==> config.mk <==
export PLATFORM = sky130hd
export DESIGN_NAME = maxpool_2x2
export DESIGN_NICKNAME = d
export VERILOG_FILES = /design/src/rtl/maxpool_2x2.sv
export SDC_FILE = /design/constraint.sdc
export NUM_CORES = 2
export LEC_CHECK = 0
export CORE_MARGIN = 2
export CORE_UTILIZATION = 35
export DETAILED_ROUTE_END_ITERATION = 6
export PLACE_DENSITY_LB_ADDON = 0.1
export RECOVER_POWER = 50
export SETUP_SLACK_MARGIN = 0.4
export SLEW_MARGIN = 20
export SYNTH_ARGS = -nofsm -noshare
export SYNTH_HDL_FRONTEND = slang
export SYNTH_SLANG_ARGS = --single-unit
==> constraint.sdc <==
create_clock -name clk -period 37 [get_ports clk]
set_input_delay 9.25 -clock clk [delete_from_list [all_inputs] [get_ports clk]]
set_output_delay 9.25 -clock clk [all_outputs]
set_load 0.005 [all_outputs]
==> src/rtl/maxpool_2x2.sv <==
// Streaming 2x2 / stride-2 signed max-pool over six feature-map channels.
// Pixels arrive in raster order. A half-width line buffer holds the pairwise
// row maxima of each even row. The matching odd row folds them in, so no
// full frame is ever stored.
module maxpool_2x2 #(
  parameter int IMG_W  = 24,
  parameter int IMG_H  = 24,
  parameter int DATA_W = 16
) (
  input  logic              clk,
  input  logic              reset,
  input  logic              clear,
  input  logic              in_valid,
  input  logic [DATA_W-1:0] in_0,
  input  logic [DATA_W-1:0] in_1,
  input  logic [DATA_W-1:0] in_2,
  input  logic [DATA_W-1:0] in_3,
  input  logic [DATA_W-1:0] in_4,
  input  logic [DATA_W-1:0] in_5,
  output logic              pool_valid,
  output logic [DATA_W-1:0] pool_0,
  output logic [DATA_W-1:0] pool_1,
  output logic [DATA_W-1:0] pool_2,
  output logic [DATA_W-1:0] pool_3,
  output logic [DATA_W-1:0] pool_4,
  output logic [DATA_W-1:0] pool_5,
  output logic [((IMG_H/2) > 1 ? $clog2(IMG_H/2) : 1)-1:0] pool_row,
  output logic [((IMG_W/2) > 1 ? $clog2(IMG_W/2) : 1)-1:0] pool_col,
  output logic              frame_done
);

  localparam int NCH = 6;
  localparam int PRW = (IMG_H/2) > 1 ? $clog2(IMG_H/2) : 1;
  localparam int PCW = (IMG_W/2) > 1 ? $clog2(IMG_W/2) : 1;
  localparam int CCW = $clog2(IMG_W);
  localparam int RCW = $clog2(IMG_H);
  localparam int LBD = IMG_W/2;
  localparam logic [CCW-1:0] COL_LAST = CCW'(IMG_W-1);
  localparam logic [RCW-1:0] ROW_LAST = RCW'(IMG_H-1);

  // Signed maximum; on a tie either operand is equally correct.
  function automatic logic [DATA_W-1:0] smax(input logic [DATA_W-1:0] a,
                                             input logic [DATA_W-1:0] b);
    return ($signed(a) >= $signed(b)) ? a : b;
  endfunction

  logic [DATA_W-1:0] in_s   [NCH];
  logic [DATA_W-1:0] hold_q [NCH];
  logic [DATA_W-1:0] lbuf_q [NCH][LBD];
  logic [DATA_W-1:0] pool_q [NCH];

  logic [CCW-1:0] col_q, col_d;
  logic [RCW-1:0] row_q, row_d;
  logic           pool_valid_q, pool_valid_d;
  logic           frame_done_q, frame_done_d;
  logic [PRW-1:0] pool_row_q, pool_row_d;
  logic [PCW-1:0] pool_col_q, pool_col_d;

  logic           accept_s;
  logic           win_end_s;
  logic [PCW-1:0] lidx_s;
  logic [PRW-1:0] prow_s;

  assign in_s[0] = in_0;
  assign in_s[1] = in_1;
  assign in_s[2] = in_2;
  assign in_s[3] = in_3;
  assign in_s[4] = in_4;
  assign in_s[5] = in_5;

  // A sample is taken only when neither reset nor clear claims the cycle.
  assign accept_s  = in_valid & ~clear & ~reset;
  assign win_end_s = row_q[0] & col_q[0];
  assign lidx_s    = PCW'(col_q >> 1);
  assign prow_s    = PRW'(row_q >> 1);

  // Next-state for raster counters and output control.
  always_comb begin
    col_d        = col_q;
    row_d        = row_q;
    pool_valid_d = 1'b0;
    frame_done_d = 1'b0;
    pool_row_d   = pool_row_q;
    pool_col_d   = pool_col_q;
    if (clear) begin
      col_d      = '0;
      row_d      = '0;
      pool_row_d = '0;
      pool_col_d = '0;
    end else if (in_valid) begin
      if (col_q == COL_LAST) begin
        col_d = '0;
        if (row_q == ROW_LAST) begin
          row_d = '0;
        end else begin
          row_d = row_q + RCW'(1);
        end
      end else begin
        col_d = col_q + CCW'(1);
      end
      if (win_end_s) begin
        pool_valid_d = 1'b1;
        pool_row_d   = prow_s;
        pool_col_d   = lidx_s;
        frame_done_d = (row_q == ROW_LAST) && (col_q == COL_LAST);
      end else begin
        pool_valid_d = 1'b0;
      end
    end else begin
      pool_valid_d = 1'b0;
    end
  end

  // Control state register with synchronous reset.
  always_ff @(posedge clk) begin
    if (reset) begin
      col_q        <= '0;
      row_q        <= '0;
      pool_valid_q <= 1'b0;
      frame_done_q <= 1'b0;
      pool_row_q   <= '0;
      pool_col_q   <= '0;
    end else begin
      col_q        <= col_d;
      row_q        <= row_d;
      pool_valid_q <= pool_valid_d;
      frame_done_q <= frame_done_d;
      pool_row_q   <= pool_row_d;
      pool_col_q   <= pool_col_d;
    end
  end

  // Partial maxima: even rows fill the line buffer, odd rows fold it into hold.
  always_ff @(posedge clk) begin
    if (accept_s) begin
      for (int c = 0; c < NCH; c++) begin
        case ({row_q[0], col_q[0]})
          2'b00:   hold_q[c] <= in_s[c];
          2'b01:   lbuf_q[c][lidx_s] <= smax(hold_q[c], in_s[c]);
          2'b10:   hold_q[c] <= smax(in_s[c], lbuf_q[c][lidx_s]);
          default: hold_q[c] <= hold_q[c];
        endcase
      end
    end
  end

  // Pooled result register; clear leaves the last values in place.
  always_ff @(posedge clk) begin
    if (reset) begin
      for (int c = 0; c < NCH; c++) pool_q[c] <= '0;
    end else if (accept_s && win_end_s) begin
      for (int c = 0; c < NCH; c++) pool_q[c] <= smax(hold_q[c], in_s[c]);
    end
  end

  assign pool_valid = pool_valid_q;
  assign frame_done = frame_done_q;
  assign pool_row   = pool_row_q;
  assign pool_col   = pool_col_q;
  assign pool_0     = pool_q[0];
  assign pool_1     = pool_q[1];
  assign pool_2     = pool_q[2];
  assign pool_3     = pool_q[3];
  assign pool_4     = pool_q[4];
  assign pool_5     = pool_q[5];

endmodule

==> results by group <==
Setup path
  • FF-to-FF Start: col_q[1]
  • Top cell by count, worst path: nor2_1
  • CP max stage delay: 4.74 ns
  • CP cell instances: dlygate4sd3_1, or2_0, or3_1, nor2_1, nand2_1, nor2_1, clkbuf_1
  • Critical Path AT: 17.87 ns
  • CP endpoint kind: flip-flop
  • Startpoint types: input pin
  • Startpoint of the worst setup timing path: reset
  • Critical path endpoint: lbuf_q[4][109]
  • Reg2reg path depth: 5
  • Capturing point of the worst reg2reg path: lbuf_q[4][109]
  • Crit-path slowest cell: clkbuf_1
  • Required @ worst endpoint: 37.18 ns
  • R2r setup slk: 27.24 ns
  • Kind of critical path: in -> reg
  • Top fanout value on the critical path: 79

Timing
  • Pins Over Slew Limit: 1204
  • # setup viols final: 0
  • Setup Skew: 0.02566 ns
  • Worst-margin pin slew: 6.586 ns
  • Fmax: 56.53 MHz
  • Final hold slack: 0.5078 ns
  • Final hold viol count: 0
  • Fin crit share: 0.4781
  • Fin crit period: 17.69 ns
  • Slew margin rel.: -3.391
  • RSZ-0062 raised after global routing: no
  • Setup TNS: 0 ns

Pwr
  • Sw frac: 0.2115
  • Sw Pwr: 710.3 uW
  • Clock power share: 0.441
  • Int Power: 2648 uW
  • Peak VDD IR: 44.05 uV
  • Logic pwr share: 0.043
  • PD cells: 49.79 nW/um^2
  • Static leakage: 0.02190 uW
  • Sequential fraction of design power: 0.516

Placed design
  • Post-DP HPWL: 89210 microns
  • # placed instances: 5479
  • Port Buffers: 205
  • Cell Area, Placed: 62830 sq um
  • RePlAce Congestion: 0.8216

Floorplanning
  • Starting Density: 0.3520
  • Row count: 149
  • Die Y: 411.1 microns
  • Core Box Area: 164800 sq um
  • Die footprint: 169000 sq um
  • Die X-Extent: 411.1 microns
  • IO Count: 206

GRT
  • Initial antenna violation count: 8
  • Vias in the first global route: 33350
  • Grt total ovfl: 0
  • Largest net degree at the start of global routing: 133
  • Gr usage total: 0.1835
  • First-pass GRT wire length: 227100 microns

Synth
  • Post-synthesis mux area share: 0.1643
  • Mapped Area: 58010 sq um
  • Async S/R FF share, synth: 0
  • Adder-Cell Fraction of Synth Area: 0.04184
  • Synth top area share: 0.6957
  • Largest area contributor in the netlist: edfxtp_1
  • Sequential area share after synthesis: 0.7026
  • Post-Syn Nets: 3466
  • Yosys cell types: 62
  • Post-synthesis simple-gate area fraction: 0.03438
  • Syn_area_per_cell: 18.29 sq um
  • Xor-xnor portion of the synthesized cell area: 0.0004529
  • Number of flops mapped to enable cells by yosys: 1344
  • Area fraction in compound gates after synthesis: 0.03893
  • FF+latch count, synth: 1364
  • Post-Synthesis Cells: 3172
  • Main area contributors after synthesis: edfxtp_1 70%, mux4_2 11%, ha_1 4.2%
  • Synth warn: 0
  • Dominant synthesized flop cell: edfxtp_1
  • Main combinational cell family by area after synthesis: multiplexers

CTS
  • CTS sink count: 1364
  • # resized after CTS: 0
  • CTS Root Cell: clkbuf_16
  • H-tree depth: 4
  • Clock buffer depth: 3
  • Cts bufs inserted: 153
  • Postcts setup bufs: 0
  • CTS tree: yes
  • Worst-Skew Late Latency: 0.77 ns
  • CTS hold repair buffers: 0
  • Reg clk slew, reported paths: 0.05 ns

Detailed routing
  • DR vias/cell: 5.361
  • Iter 0 DRT Violations: 2190
  • First-pass DRT Iterations: 5
  • DR WL/cell: 26.76 microns
  • DRC Markers: 0
  • Drt total wl: 153900 microns
  • DR vias: 30840
  • Post-DRT Antenna Nets: 0

Outcome
  • Run status: complete, but fails checks
  • Failing checks: max-capacitance violations, max-slew violations

Flow run
  • Max-Cap Viols: 35

Cells and area
  • Non-Filler Instances: 5752
  • FILL cells: 14810
  • Most common cell after layout, fill and taps aside: edfxtp_1
  • Area Overhead vs Synth: 16.27%
  • Layout cells sized above 1: 0.1704
  • Finished Cell Area: 67450 sq um
  • Most frequent cells in the layout: 1344 x edfxtp_1, 288 x mux4_2, 216 x mux2i_1, 194 x ha_1, 189 x a21oi_1
  • Nets: 3739

Hold path
  • Hold crit path type: reg -> reg
-- worst min path at each step --
| stage | start | endpoint | slack, ns | depth (start not counted) |
|---|---|---|---|---|
| after floorplan | row_q[3] | row_q[3] | 0.46 | 2 |
| after global placement | pool_col[2] | pool_col[2] | 0.49 | 2 |
| after detailed placement | pool_col[2] | pool_col[2] | 0.50 | 2 |
| after CTS | row_q[3] | row_q[3] | 0.51 | 2 |
| after global routing | pool_row[2] | pool_row[2] | 0.53 | 2 |
| final | row_q[3] | row_q[3] | 0.51 | 2 |
-- power by group through the flow --
stage | Sequential, uW | Clock [uW] | Combinational (uW)
finish | 1730 | 1480 | 144
global route | 1730 | 1580 | 161
CTS | 1730 | 1520 | 149
detailed placement | 1760 | 0 | 148
global placement | 1760 | 0 | 144
floorplan | 1760 | 0 | 79.8
-- registers in the layout, summed over array words and instances, names as in the netlist, 4 cells and up --
name / flops
lbuf_q: 1152
pool_col: 4
row_q: 5
col_q: 5
hold_q: 96
pool_row: 4
pool_q: 96
-- cell type report --
class                           count  area [sq um]  area share
Clock buffer                      186          4101     0.06080
Sequential cell                  1364         40770      0.6045
Tap cell                         2189          2739     0.04060
Antenna cell                        1         2.502  0.00003710
Inverter                          108         405.4    0.006010
Clock inverter                     86         760.7     0.01128
Multi-Input combinational cell   1556         16260      0.2410
Timing Repair Buffer              262          2414     0.03578
-- logic make-up after synthesis --
logic type                 after synthesis
DFF                                   1364
xor gates and xnor gates                 3
and+or+nand+nor                        411
muxes                                  580
buffers and inverters                  252
adders and majority gates              194
AOI/OAI and AO/OA                      368
-- through the flow --
step                setup slack (ns)  total power, uW  utilization
CTS                            24.12             3404       0.4108
detailed placement             23.28             1912       0.3813
global route                   18.61             3470       0.4093
floorplan                      16.09             1842            -
finish                         19.31             3358       0.4093
global placement               23.30             1907       0.3813
-- metal layers --
metal	GRT usage	routed length [microns]
met5	0	10
met4	0.04951	3366
met3	0.02703	6570
met2	0.2943	72340
met1	0.2610	71660
-- cells in the mapped netlist, types with 9 or more instances --
| master | n |
|---|---|
| a21o_1 | 26 |
| edfxtp_1 | 1344 |
| inv_1 | 108 |
| mux2_1 | 13 |
| o21ai_0 | 53 |
| ha_1 | 194 |
| mux2_2 | 58 |
| nand4_1 | 40 |
| nor2_1 | 133 |
| mux4_2 | 288 |
| nor3_1 | 9 |
| mux2i_1 | 217 |
| a22o_1 | 48 |
| buf_1 | 25 |
| a21oi_1 | 189 |
| nand3_1 | 53 |
| nor2b_1 | 16 |
| dfxtp_1 | 20 |
| nand2_1 | 104 |
| clkbuf_1 | 78 |
| o211ai_1 | 12 |
| buf_2 | 36 |
-- worst max-delay path: cells and delay by family --
family / cells / cell delay, ns
buffers and inverters: 2 / 5.30
and+or+nand+nor: 5 / 3.23
No activity file was read; power rests on OpenSTA's default activity.
